==> src/rtl/traffic_light.sv <==
// Three-phase traffic light controller: RED -> GREEN -> YELLOW -> RED.
// Each phase lasts its parameter in enabled cycles; enable=0 freezes everything.
module traffic_light #(
    parameter int unsigned RED_CYCLES    = 30,
    parameter int unsigned GREEN_CYCLES  = 20,
    parameter int unsigned YELLOW_CYCLES = 5
) (
    input  logic clk,
    input  logic reset,
    input  logic enable,
    output logic red,
    output logic yellow,
    output logic green
);

    localparam int unsigned MaxRg     = (RED_CYCLES > GREEN_CYCLES) ? RED_CYCLES : GREEN_CYCLES;
    localparam int unsigned MaxCycles = (MaxRg > YELLOW_CYCLES) ? MaxRg : YELLOW_CYCLES;
    // A one-cycle-only build would give a zero-width counter; keep at least one bit.
    localparam int unsigned CntW      = (MaxCycles > 1) ? $clog2(MaxCycles) : 1;

    localparam logic [CntW-1:0] RedLast    = CntW'(RED_CYCLES - 1);
    localparam logic [CntW-1:0] GreenLast  = CntW'(GREEN_CYCLES - 1);
    localparam logic [CntW-1:0] YellowLast = CntW'(YELLOW_CYCLES - 1);

    typedef enum logic [1:0] {
        StRed    = 2'd0,
        StGreen  = 2'd1,
        StYellow = 2'd2
    } state_e;

    state_e          state_q, state_d, state_nxt;
    logic [CntW-1:0] cnt_q, cnt_d, cnt_last;
    logic [2:0]      lamp_q, lamp_d;
    logic            illegal;

    always_comb begin
        state_d   = state_q;
        cnt_d     = cnt_q;
        state_nxt = StRed;
        cnt_last  = '0;
        illegal   = 1'b0;

        case (state_q)
            StRed: begin
                cnt_last  = RedLast;
                state_nxt = StGreen;
            end
            StGreen: begin
                cnt_last  = GreenLast;
                state_nxt = StYellow;
            end
            StYellow: begin
                cnt_last  = YellowLast;
                state_nxt = StRed;
            end
            default: illegal = 1'b1;
        endcase

        // Illegal encodings recover to RED even while paused.
        if (illegal) begin
            state_d = StRed;
            cnt_d   = '0;
        end else if (enable) begin
            if (cnt_q == cnt_last) begin
                state_d = state_nxt;
                cnt_d   = '0;
            end else begin
                cnt_d = cnt_q + CntW'(1);
            end
        end

        // Lamps are registered from the next state, so they track state_q exactly.
        lamp_d = {state_d == StRed, state_d == StYellow, state_d == StGreen};
    end

    always_ff @(posedge clk) begin
        if (!reset) begin
            state_q <= StRed;
            cnt_q   <= '0;
            lamp_q  <= 3'b100;
        end else begin
            state_q <= state_d;
            cnt_q   <= cnt_d;
            lamp_q  <= lamp_d;
        end
    end

    assign red    = lamp_q[2];
    assign yellow = lamp_q[1];
    assign green  = lamp_q[0];

endmodule

==> config.mk <==
export PLATFORM = sky130hd
export DESIGN_NAME = traffic_light
export DESIGN_NICKNAME = d
export VERILOG_FILES = /design/src/rtl/traffic_light.sv
export SDC_FILE = /design/constraint.sdc
export NUM_CORES = 1
export LEC_CHECK = 0
export BUFFER_PORTS_ARGS = -buffer_cell sky130_fd_sc_hd__buf_2
export CAP_MARGIN = 25
export CORE_AREA = 2 2 39 41
export DETAILED_ROUTE_END_ITERATION = 10
export DIE_AREA = 0 0 41 43
export GPL_TIMING_DRIVEN = 1
export RECOVER_POWER = 25
export REMOVE_ABC_BUFFERS = 1
export SYNTH_ARGS = -nofsm -noshare
export SYNTH_HDL_FRONTEND = slang
export SYNTH_SLANG_ARGS = --single-unit
==> constraint.sdc <==
create_clock -name clk -period 1.8 [get_ports clk]
set_clock_uncertainty 0.15 [all_clocks]
set_input_delay 0.18 -clock clk [delete_from_list [all_inputs] [get_ports clk]]
set_output_delay 0.18 -clock clk [all_outputs]
set_load 0.03 [all_outputs]
==> impl_results.md, run 1 <==
- Status: finished clean
- Input/output buffers: 5
- CTS tree: yes
- Area of the die: about 1800 µm²
- Chip height: 43 µm
- Pwr/cell area: 730 nW/µm²
- Share of post-route cells with drive strength above 1: between 10% and 20%
- Crit path time final: 1630 ps
- Antenna diode instance count: 0
- Post-Synthesis Cells: 48
- Setup Crit Path Kind: flop to flop
- Worst EP arrival: approximately 1600 ps
- Worst min path class: primary input to flop
- Average cell area after synthesis: 10.2 µm²
- DRC Markers: 0
- Final #Nets: 62
- Hold Vio Cnt, Final: 0
- Number of DRC markers in iteration 0: 5
- Unrepaired setup endpoints after global routing: no
- GP Congestion: slightly above 0.7
- Vias after detailed routing: ~380
- First-pass GRT wire length: around 1300 µm
- IO Pins: 6
- Worst Path Max Fanout: 5
- Vias in the first global route: around 320
- Least-Margin Pin Slew: ~410 ps
- TritonRoute pass-1 iters: 4
- MaxCap Viol Count: 0
- TritonCTS Sinks: 10
- # setup viols final: 0
- Fin Setup TNS: 0 ps
- Syn-to-layout area delta: 13.5%
- Initial Util: 35.5%
- Register area share after synthesis: between 40% and 50%
- Total congestion overflow: 0
- Core Area: roughly 1400 µm²
- Clock transition at the registers of the reported paths: 60 ps
- Wire length per cell: between 10 and 15 µm
- Post-CTS sizing: 0
- Placed Cells: 69
- Final non-filler cell total: 72
- Mapped cell area: around 500 µm²
- Fmax: 612 MHz
- Vias per cell: about 5.2
- Post-DRT Antenna Nets: 0
- Cts bufs inserted: 3
- Die width: slightly above 40 µm
- Largest net degree at the start of global routing: 10
- Seq cells post-synth: 10
- CTS Buffer Depth: 2
- Worst-Skew Late Latency: 260 ps
- Initial antenna violation count: 0
- Static Leakage: 0.210 nW
- Worst slack, placed: 133 ps
- DRT Wirelength: 810 µm
- Post-DP HPWL: 622 µm
- Syn. warnings: 0
- Row Count: 14
- GRT Total Usage: between 10% and 20%
- Slew HR: approximately 73%
- Count of different cell masters after synthesis: 21
- Final Max Tran Viols: 0
- Worst path required time: roughly 1800 ps
- CTS Root Cell: clkbuf_4
- Peak supply drop: 0.273 mV
- Number of hold buffers added after cts: 0
- Final worst slack: about 170 ps
- Startpoint class of the critical path: flop
- H-Tree Depth: 1
- Post-CTS setup buffer count: 0
- Period utilisation layout: roughly 91%
- CP Capture Type: flop
## where the power goes
| group | switching [W] | internal, W |
|---|---|---|
| sequential | 0.00000712 | 0.000226 |
| combinational | 0.0000130 | 0.0000128 |
| clock | 0.0000712 | 0.0000770 |
| total | 0.0000914 | 0.000316 |
## placed cells by master (no fill, tap or decap)
| master | n |
|---|---|
| mux2i_1 | 6 |
| a211oi_1 | 2 |
| a22oi_2 | 1 |
| o211ai_1 | 1 |
| and2_1 | 1 |
| dfxtp_1 | 10 |
| nor2_1 | 6 |
| and4b_1 | 1 |
| buf_4 | 1 |
| nor2_2 | 1 |
| nor3b_1 | 1 |
| or3b_2 | 1 |
| nand3b_1 | 3 |
| nor3b_2 | 1 |
| xor2_1 | 4 |
| clkbuf_4 | 3 |
| nand4_1 | 2 |
| xnor2_1 | 1 |
| buf_2 | 2 |
| clkbuf_1 | 3 |
| nor4b_1 | 1 |
| nor4bb_1 | 1 |
| nand2_1 | 2 |
| ha_1 | 1 |
## state kept, by name, summed over array words and instances, names as in the netlist
name and cells:
cnt_q 5, state_q 2, lamp_q 3
## Yosys cell counts
cell type	count	area [µm²]
nor4b_1	1	8.76
nor3b_2	1	12.5
nor2_2	1	6.26
and4b_1	1	10.0
buf_2	1	5.00
mux2i_1	6	60.1
o211ai_1	1	7.51
nand4_1	2	12.5
nor4bb_1	1	10.0
ha_1	1	12.5
xor2_1	4	35.0
dfxtp_1	10	200
nor2_1	6	22.5
a22oi_2	1	12.5
a211oi_1	2	15.0
or3b_2	1	8.76
and2_1	1	6.26
nand3b_1	3	22.5
nand2_1	2	7.51
xnor2_1	1	8.76
nor3b_1	1	7.51
## logic make-up after synthesis
| logic type | Yosys count | synth area share [%] |
|---|---|---|
| xor+xnor | 5 | 8.91 |
| simple gates | 21 | 27.5 |
| compound gates | 4 | 7.12 |
| fa+ha+maj | 1 | 2.54 |
| flops | 10 | 40.7 |
| mux | 6 | 12.2 |
| buf+inv | 1 | 1.02 |
## stage by stage
step	instance area [µm²]	hold slack, ps	power [W]	util (%)
floorplan	487	167	0.000254	-
finish	558	101	0.000407	40.3
global placement	539	376	0.000264	39.0
CTS	562	98.5	0.000414	40.6
global route	558	115	0.000432	40.3
detailed placement	539	373	0.000264	39.0
## area by class of cell
class / count / area, µm²
tap: 16 / 20.0
sequential: 10 / 200
multi-input combinational: 37 / 287
timing repair buffer: 6 / 28.8
fill: 143 / 826
clock buffer: 3 / 22.5
## routing by layer
layer	share of wire (%)	GRT usage, %	vias to the layer above
met2	46	15.0	5
li1	-	-	194
met1	49	14.5	176
met3	3.0	4.71	2
met5	0	0	-
met4	2.3	8.00	0
## worst max-delay path, stage by stage, from the launching register on
cell and delay [ps]:
dfxtp_1 350, nor4b_1 370, a22oi_2 140, o211ai_1 400, nor2_1 100
## path summary, 6_finish.rpt
check            from       end  slack, ps  cells after the start
max          cnt_q[0]  cnt_q[1]        170                      4
min reg2reg  cnt_q[4]  cnt_q[4]        400                      2
min            enable  cnt_q[0]        100                      3
max reg2reg  cnt_q[0]  cnt_q[1]        170                      4
No activity file was read; power rests on OpenSTA's default activity.
==> run 2: changes to the inputs <==
ABC_AREA = 1   (was default)
GPL_TIMING_DRIVEN = default   (was 1)
==> impl_results.md, run 2 <==
- Dominant cell type by area after synthesis: dfxtp_1 (unchanged)
- CTS tree: yes (unchanged)
- Placed instance area: 498 µm² (was 539 µm²)
- DRT Wirelength: 723 µm (was 810 µm)
- CTS Root Cell: clkbuf_4 (unchanged)
- Vias after detailed routing: 368 (was 377)
- Worst EP arrival: 1430 ps (was 1620 ps)
- Post-CTS setup buffer count: 0 (unchanged)
- Internal Power: 0.000360 W (was 0.000316 W)
- GRT Total Usage: 10.3% (was 11.5%)
- Final Max Tran Viols: 0 (unchanged)
- Clock power share: 44.2% (was 36.4%)
- Post-synth top area share: 43.7% (was 40.7%)
- Synth async-reset ratio: 0% (unchanged)
- Post-DRT Antenna Nets: 0 (unchanged)
- First-pass GRT wire length: 1180 µm (was 1320 µm)
- Post-DP HPWL: 529 µm (was 622 µm)
- Post-CTS sizing: 0 (unchanged)
- Post-synth top cells: nand2_1 (17), dfxtp_1 (10), inv_1 (7), nor2_1 (7) (was dfxtp_1 (10), mux2i_1 (6), nor2_1 (6))
- Clock transition at the registers of the reported paths: 60 ps (about the same)
- Final #Nets: 75 (was 62)
- Slowest cell on the critical path: dfxtp_1 (was o211ai_1)
- Critical Path Max Stage Delay: 340 ps (was 400 ps)
- Seq cells post-synth: 10 (unchanged)
- Max reg flops: 5 (unchanged)
- Reg2reg path depth: 10 (was 4)
- Cell repeated most along the worst path: nand2_1
- CP Launch Point: state_q[1] (was cnt_q[0])
- Area of the multi-input gates: 215 µm² (was 287 µm²)
- Worst R2R Start: state_q[1] (was cnt_q[0])
- Worst path required time: 1820 ps (was 1790 ps)
- Worst-Skew Late Latency: 270 ps (was 260 ps)
- Largest net degree at the start of global routing: 7 (was 10)
- Peak supply drop: 0.298 mV (was 0.273 mV)
- Placed Cells: 82 (was 69)
- CP Capture Type: flop (unchanged)
- TritonRoute pass-1 iters: 4 (unchanged)
- Chip height: 43 µm (unchanged)
- Die width: 41 µm (unchanged)
- # setup viols final: 0 (unchanged)
- Row Count: 14 (unchanged)
- Crit path time final: 1410 ps (was 1630 ps)
- DRC Markers: 0 (unchanged)
- Initial Util: 33.1% (was 35.5%)
- Syn. warnings: 0 (unchanged)
- GP Congestion: 0.647 (was 0.708)
- IO Pins: 6 (unchanged)
- Input/output buffers: 5 (unchanged)
- Largest registers: cnt_q x5, lamp_q x3, state_q x2 (unchanged)
- Top-count cell post-synth: nand2_1 (was dfxtp_1)
- Vias in the first global route: 305 (was 318)
- Hold Vio Cnt, Final: 0 (unchanged)
- Filler cells: 154 (was 143)
- Critical path endpoint: lamp_q[2] (was cnt_q[1])
- Core Area: 1380 µm² (unchanged)
- Sequential power share: 50.8% (was 57.3%)
- Crit-path cells: inv_2, nand2_1, nand2_1, nand2_1, nor2_2, nand2_2, a21boi_1, nand2_1, nand2_1, inv_1 (was nor4b_1, a22oi_2, o211ai_1, nor2_1)
- FF/Latch Area: 200 µm² (unchanged)
- Fmax: 708 MHz (was 612 MHz)
- Period utilisation layout: 78.4% (was 90.7%)
- Wire length per cell: 8.41 µm (was 11.3 µm)
- Fin Setup TNS: 0 ps (unchanged)
- Syn-to-layout area delta: 15.8% (was 13.5%)
- TritonCTS Sinks: 10 (unchanged)
- Top area cells in the synthesized netlist: dfxtp_1 (44%), nand2_1 (14%), inv_1 (5.7%) (was dfxtp_1 (41%), mux2i_1 (12%), xor2_1 (7.1%))
- Mapped cell area: 458 µm² (was 492 µm²)
- Most frequent cells in the layout: nand2_1 (17), dfxtp_1 (10), nor2_1 (7), inv_1 (7) (was dfxtp_1 (10), nor2_1 (6), mux2i_1 (6), xor2_1 (4))
- Antenna diode instance count: 0 (unchanged)
- Initial antenna violation count: 0 (unchanged)
- Reg2reg end: lamp_q[2] (was cnt_q[1])
- Number of DRC markers in iteration 0: 7 (was 5)
- Final non-filler cell total: 86 (was 72)
- Average cell area after synthesis: 7.39 µm² (was 10.2 µm²)
- Number of hold buffers added after cts: 0 (unchanged)
- Count of different cell masters after synthesis: 18 (was 21)
- Most common cell after layout, fill and taps aside: nand2_1 (was dfxtp_1)
- Static Leakage: 0.273 nW (was 0.210 nW)
- Post-Synthesis Cells: 62 (was 48)
- Flop-to-flop setup slack: 390 ps (was 170 ps)
- CTS Buffer Depth: 2 (unchanged)
- Design Area, Final: 531 µm² (was 558 µm²)
- Status: finished clean (unchanged)
- EDFF count, synth: 0 (unchanged)
- Share of post-route cells with drive strength above 1: 15.7% (was 17.9%)
- Register area share after synthesis: 43.7% (was 40.7%)
- Unrepaired setup endpoints after global routing: no (unchanged)
- Total congestion overflow: 0 (unchanged)
- Switching Fraction: 21.3% (was 22.4%)
- Worst Path Max Fanout: 6 (was 5)
- Slew HR: 69.5% (was 72.7%)
- MaxCap Viol Count: 0 (unchanged)
- Area of the die: 1760 µm² (unchanged)
- Setup Crit Path Kind: flop to flop (unchanged)
- Startpoint class of the critical path: flop (unchanged)
- Pwr/cell area: 862 nW/µm² (was 730 nW/µm²)
- Synth Flop Type: dfxtp_1 (unchanged)
- Worst min path class: primary input to flop (unchanged)
- Cts bufs inserted: 3 (unchanged)
- Net Switching: 0.0000974 W (was 0.0000914 W)
- Most flops, register: cnt_q (unchanged)
- Vias per cell: 4.28 (was 5.24)
- Least-Margin Pin Slew: 456 ps (was 408 ps)
- Logic pwr share: 5.0% (was 6.3%)
- H-Tree Depth: 1 (unchanged)
run 2: changes by cell type in the layout (fill, tap and decap cells not counted), moves of 2 or more:
cell      before  now
inv_1          0    7
inv_2          0    3
nand2_1        2   17
nand3b_1       3    1
mux2i_1        6    1
a211oi_1       2    0
nand3_1        0    3
run 2: metrics by stage:
step           utilization, %  setup WS, ps  total power [W]  hold slack, ps
2_1_floorplan               -           525         0.000253             182
3_3_place_gp             36.0           400         0.000261             338
3_5_place_dp             36.0           399         0.000261             333
4_1_cts                  38.6           387         0.000466            52.7
5_1_grt                  38.3           248         0.000479            78.7
6_report                 38.3           388         0.000458            62.0
run 2: worst min-delay path by stage:
stage,end,from,depth (start not counted)
floorplan,cnt_q[0],enable,2
CTS,lamp_q[1],reset,3
global placement,lamp_q[1],reset,3
global route,state_q[1],reset,3
finish,lamp_q[1],reset,3
detailed placement,lamp_q[1],reset,3
run 2: cells by family after synthesis:
kind of cell	after synthesis	synth area share [%]
and+or+nand+nor	32	30.1
buffers and inverters	11	9.29
DFF	10	43.7
xor gates and xnor gates	4	7.65
AOI/OAI and AO/OA	3	4.37
muxes	1	2.19
adders and majority gates	1	2.73
run 2: routing by layer:
metal  vias up  track usage [%]  share of wire, %
met5         -                0                 0
met1       159             13.8                51
met4         0             10.0                 0
met3         0             3.14              0.41
met2         4             12.2                48
li1        205                -                 -
run 2: area by class of cell:
type / count / area share [%]
inverter: 10 / 7.08
sequential: 10 / 37.7
timing repair buffer: 5 / 4.01
multi-input combinational: 41 / 40.6
tap: 16 / 3.77
clock buffer: 4 / 6.84
run 2: worst max-delay path: cells and delay by family (launching register included):
family | cells | cell delay, ps
buffers and inverters | 2 | 130
flip-flops | 1 | 340
AO/OA/AOI/OAI | 1 | 120
AND/OR/NAND/NOR | 7 | 580
run 2: power by group through the flow:
| stage | logic (W) | registers, W | clock network (W) |
|---|---|---|---|
| 2_1_floorplan | 0.0000166 | 0.000236 | 0 |
| 3_3_place_gp | 0.0000229 | 0.000238 | 0 |
| 3_5_place_dp | 0.0000232 | 0.000238 | 0 |
| 4_1_cts | 0.0000233 | 0.000233 | 0.000210 |
| 5_1_grt | 0.0000263 | 0.000233 | 0.000219 |
| 6_report | 0.0000229 | 0.000233 | 0.000202 |
==> run 3: changes to the inputs <==
ABC_AREA = 0   (was 1)
clock period = 1.27 ns   (was 1.8 ns; I/O delays follow)
==> impl_results.md, run 3 (synthesis results as in run 1) <==
- Status: finished, violations left (was finished clean)
- Violated checks: negative setup slack
- Input/output buffers: 5 (unchanged)
- Vias after detailed routing: 429 (was 368)
- First-pass GRT wire length: 1730 µm (was 1180 µm)
- Max reg flops: 5 (unchanged)
- Row Count: 14 (unchanged)
- CTS Buffer Depth: 2 (unchanged)
- Final worst slack: -222 ps (was 388 ps)
- Total congestion overflow: 0 (unchanged)
- Filler cells: 123 (was 154)
- Post-DP HPWL: 674 µm (was 529 µm)
- GRT Total Usage: 15.3% (was 10.3%)
- Unrepaired setup endpoints after global routing: yes (was no)
- Syn-to-layout area delta: 43.8% (was 15.8%)
- Largest registers: cnt_q x5, lamp_q x3, state_q x2 (unchanged)
- Setup Crit Path Kind: flop to flop (unchanged)
- Placed Cells: 77 (was 82)
- Post-DRT Antenna Nets: 0 (unchanged)
- MaxCap Viol Count: 0 (unchanged)
- DRC Markers: 0 (unchanged)
- H-Tree Depth: 1 (unchanged)
- Share of post-route cells with drive strength above 1: 46.4% (was 15.7%)
- Most frequent cells in the layout: buf_4 (13), nor2_1 (6), mux2i_1 (6), dfxtp_1 (6) (was nand2_1 (17), dfxtp_1 (10), nor2_1 (7), inv_1 (7))
- Worst path required time: 1260 ps (was 1820 ps)
- Worst-Skew Late Latency: 260 ps (was 270 ps)
- Slew HR: 76.3% (was 69.5%)
- Startpoint class of the critical path: flop (unchanged)
- Worst min path class: primary input to flop (unchanged)
- Initial Util: 35.5% (was 33.1%)
- Area of the die: 1760 µm² (unchanged)
- Chip height: 43 µm (unchanged)
- Wire length per cell: 11.5 µm (was 8.41 µm)
- Worst Path Max Fanout: 3 (was 6)
- Flop-to-flop setup slack: -220 ps (was 390 ps)
- IO Pins: 6 (unchanged)
- DRT Wirelength: 978 µm (was 723 µm)
- Antenna diode instance count: 0 (unchanged)
- Vias in the first global route: 400 (was 305)
- Hold-critical path depth: 3 (unchanged)
- Clock transition at the registers of the reported paths: 60 ps (about the same)
- Vias per cell: 5.05 (was 4.28)
- Worst Path Buf+Inv: 1 (was 2)
- Hold Vio Cnt, Final: 0 (unchanged)
- Crit-path cells: buf_6, and4b_1, a22oi_2, mux2i_1, nor3b_2 (was inv_2, nand2_1, nand2_1, nand2_1, nor2_2, nand2_2, a21boi_1, nand2_1, nand2_1, inv_1)
- Reg2reg end: lamp_q[2] (unchanged)
- Die width: 41 µm (unchanged)
- Most flops, register: cnt_q (unchanged)
- Reg2reg path depth: 5 (was 10)
- Initial antenna violation count: 0 (unchanged)
- CP Capture Type: flop (unchanged)
- Crit path time final: 1490 ps (was 1410 ps)
- Final non-filler cell total: 85 (was 86)
- Number of DRC markers in iteration 0: 3 (was 7)
- GP Congestion: 0.749 (was 0.647)
- Static Leakage: 0.300 nW (was 0.273 nW)
- Core Area: 1380 µm² (unchanged)
- Hold Path End: cnt_q[1] (was lamp_q[1])
- Fmax: 670 MHz (was 708 MHz)
- Hold path start: enable (was reset)
- Final #Nets: 75 (unchanged)
- Final Max Tran Viols: 0 (unchanged)
- # setup viols final: 10 (was 0)
- Slowest cell on the critical path: dfxtp_2 (was dfxtp_1)
- CTS Root Cell: clkbuf_4 (unchanged)
- Pwr/cell area: 843 nW/µm² (was 862 nW/µm²)
- Period utilisation layout: 117% (was 78.4%)
- Worst R2R Start: cnt_q[4] (was state_q[1])
- TritonCTS Sinks: 10 (unchanged)
- Largest net degree at the start of global routing: 8 (was 7)
- Cts bufs inserted: 3 (unchanged)
- CP delay by family, top: flip-flops (was simple AND/OR/NAND/NOR gates)
- Worst EP arrival: 1480 ps (was 1430 ps)
- Least-Margin Pin Slew: 357 ps (was 456 ps)
- Finished Core Util: 51.1% (was 38.3%)
- CP Launch Point: cnt_q[4] (was state_q[1])
- Most common cell after layout, fill and taps aside: buf_4 (was nand2_1)
- Peak supply drop: 0.404 mV (was 0.298 mV)
- TritonRoute pass-1 iters: 4 (unchanged)
- Critical Path Max Stage Delay: 320 ps (was 340 ps)
- CTS tree: yes (unchanged)
==> run 3: cell count changes in the layout (fill, tap and decap cells not counted), moves of 4 or more <==
cell | before | now
nand2_1 | 17 | 2
buf_4 | 0 | 13
inv_1 | 7 | 0
mux2i_1 | 1 | 6
dfxtp_1 | 10 | 6
==> run 3: area by class of cell <==
| cell class | count | area, µm² | area share, % |
|---|---|---|---|
| Clock buffer | 3 | 22.5 | 3.19 |
| Tap cell | 16 | 20.0 | 2.83 |
| Timing Repair Buffer | 19 | 133 | 18.8 |
| Sequential cell | 10 | 208 | 29.4 |
| Multi-Input combinational cell | 37 | 324 | 45.8 |
==> run 3: worst max path at each step <==
stage | to | slack [ps] | depth (start not counted)
after floorplan | cnt_q[0] | -200 | 4
after global placement | lamp_q[2] | -300 | 4
after detailed placement | lamp_q[2] | -310 | 4
after CTS | lamp_q[2] | -220 | 5
after global routing | cnt_q[2] | -300 | 6
final | lamp_q[2] | -220 | 5
==> run 3: metrics by stage <==
stage | setup WS, ps | area, µm² | setup TNS (ps) | power [W] | hold WS (ps)
2_1_floorplan | -196 | 487 | -1820 | 0.000360 | 114
3_3_place_gp | -304 | 599 | -2490 | 0.000387 | 322
3_5_place_dp | -310 | 599 | -2770 | 0.000388 | 326
4_1_cts | -216 | 693 | -1900 | 0.000608 | 46.4
5_1_grt | -297 | 707 | -2650 | 0.000636 | 100
6_report | -222 | 707 | -1900 | 0.000596 | 75.4
==> run 3: where the power goes <==
group	switching, W	internal [W]
logic	0.0000291	0.0000340
clock network	0.0000989	0.000109
registers	0.00000623	0.000319
total	0.000134	0.000462
==> run 3: per-layer routing <==
metal | wire [µm] | track usage [%] | share of wire, %
met4 | 8 | 12.0 | 0.82
met5 | 0 | 0 | 0
met1 | 461 | 18.6 | 47
met2 | 489 | 20.9 | 50
met3 | 18 | 4.71 | 1.8
==> run 3: worst min-delay path, cell delays in order <==
cell and delay [ps]:
buf_2 160, mux2i_1 90, nor2_1 70
==> run 3: repair_timing <==
item                                    CTS  global route
endpoints found under the setup margin   10            10
buffers inserted                          4             1
resized for setup                        11             1
hold buffers                              0             0
pin swaps                                 4             1
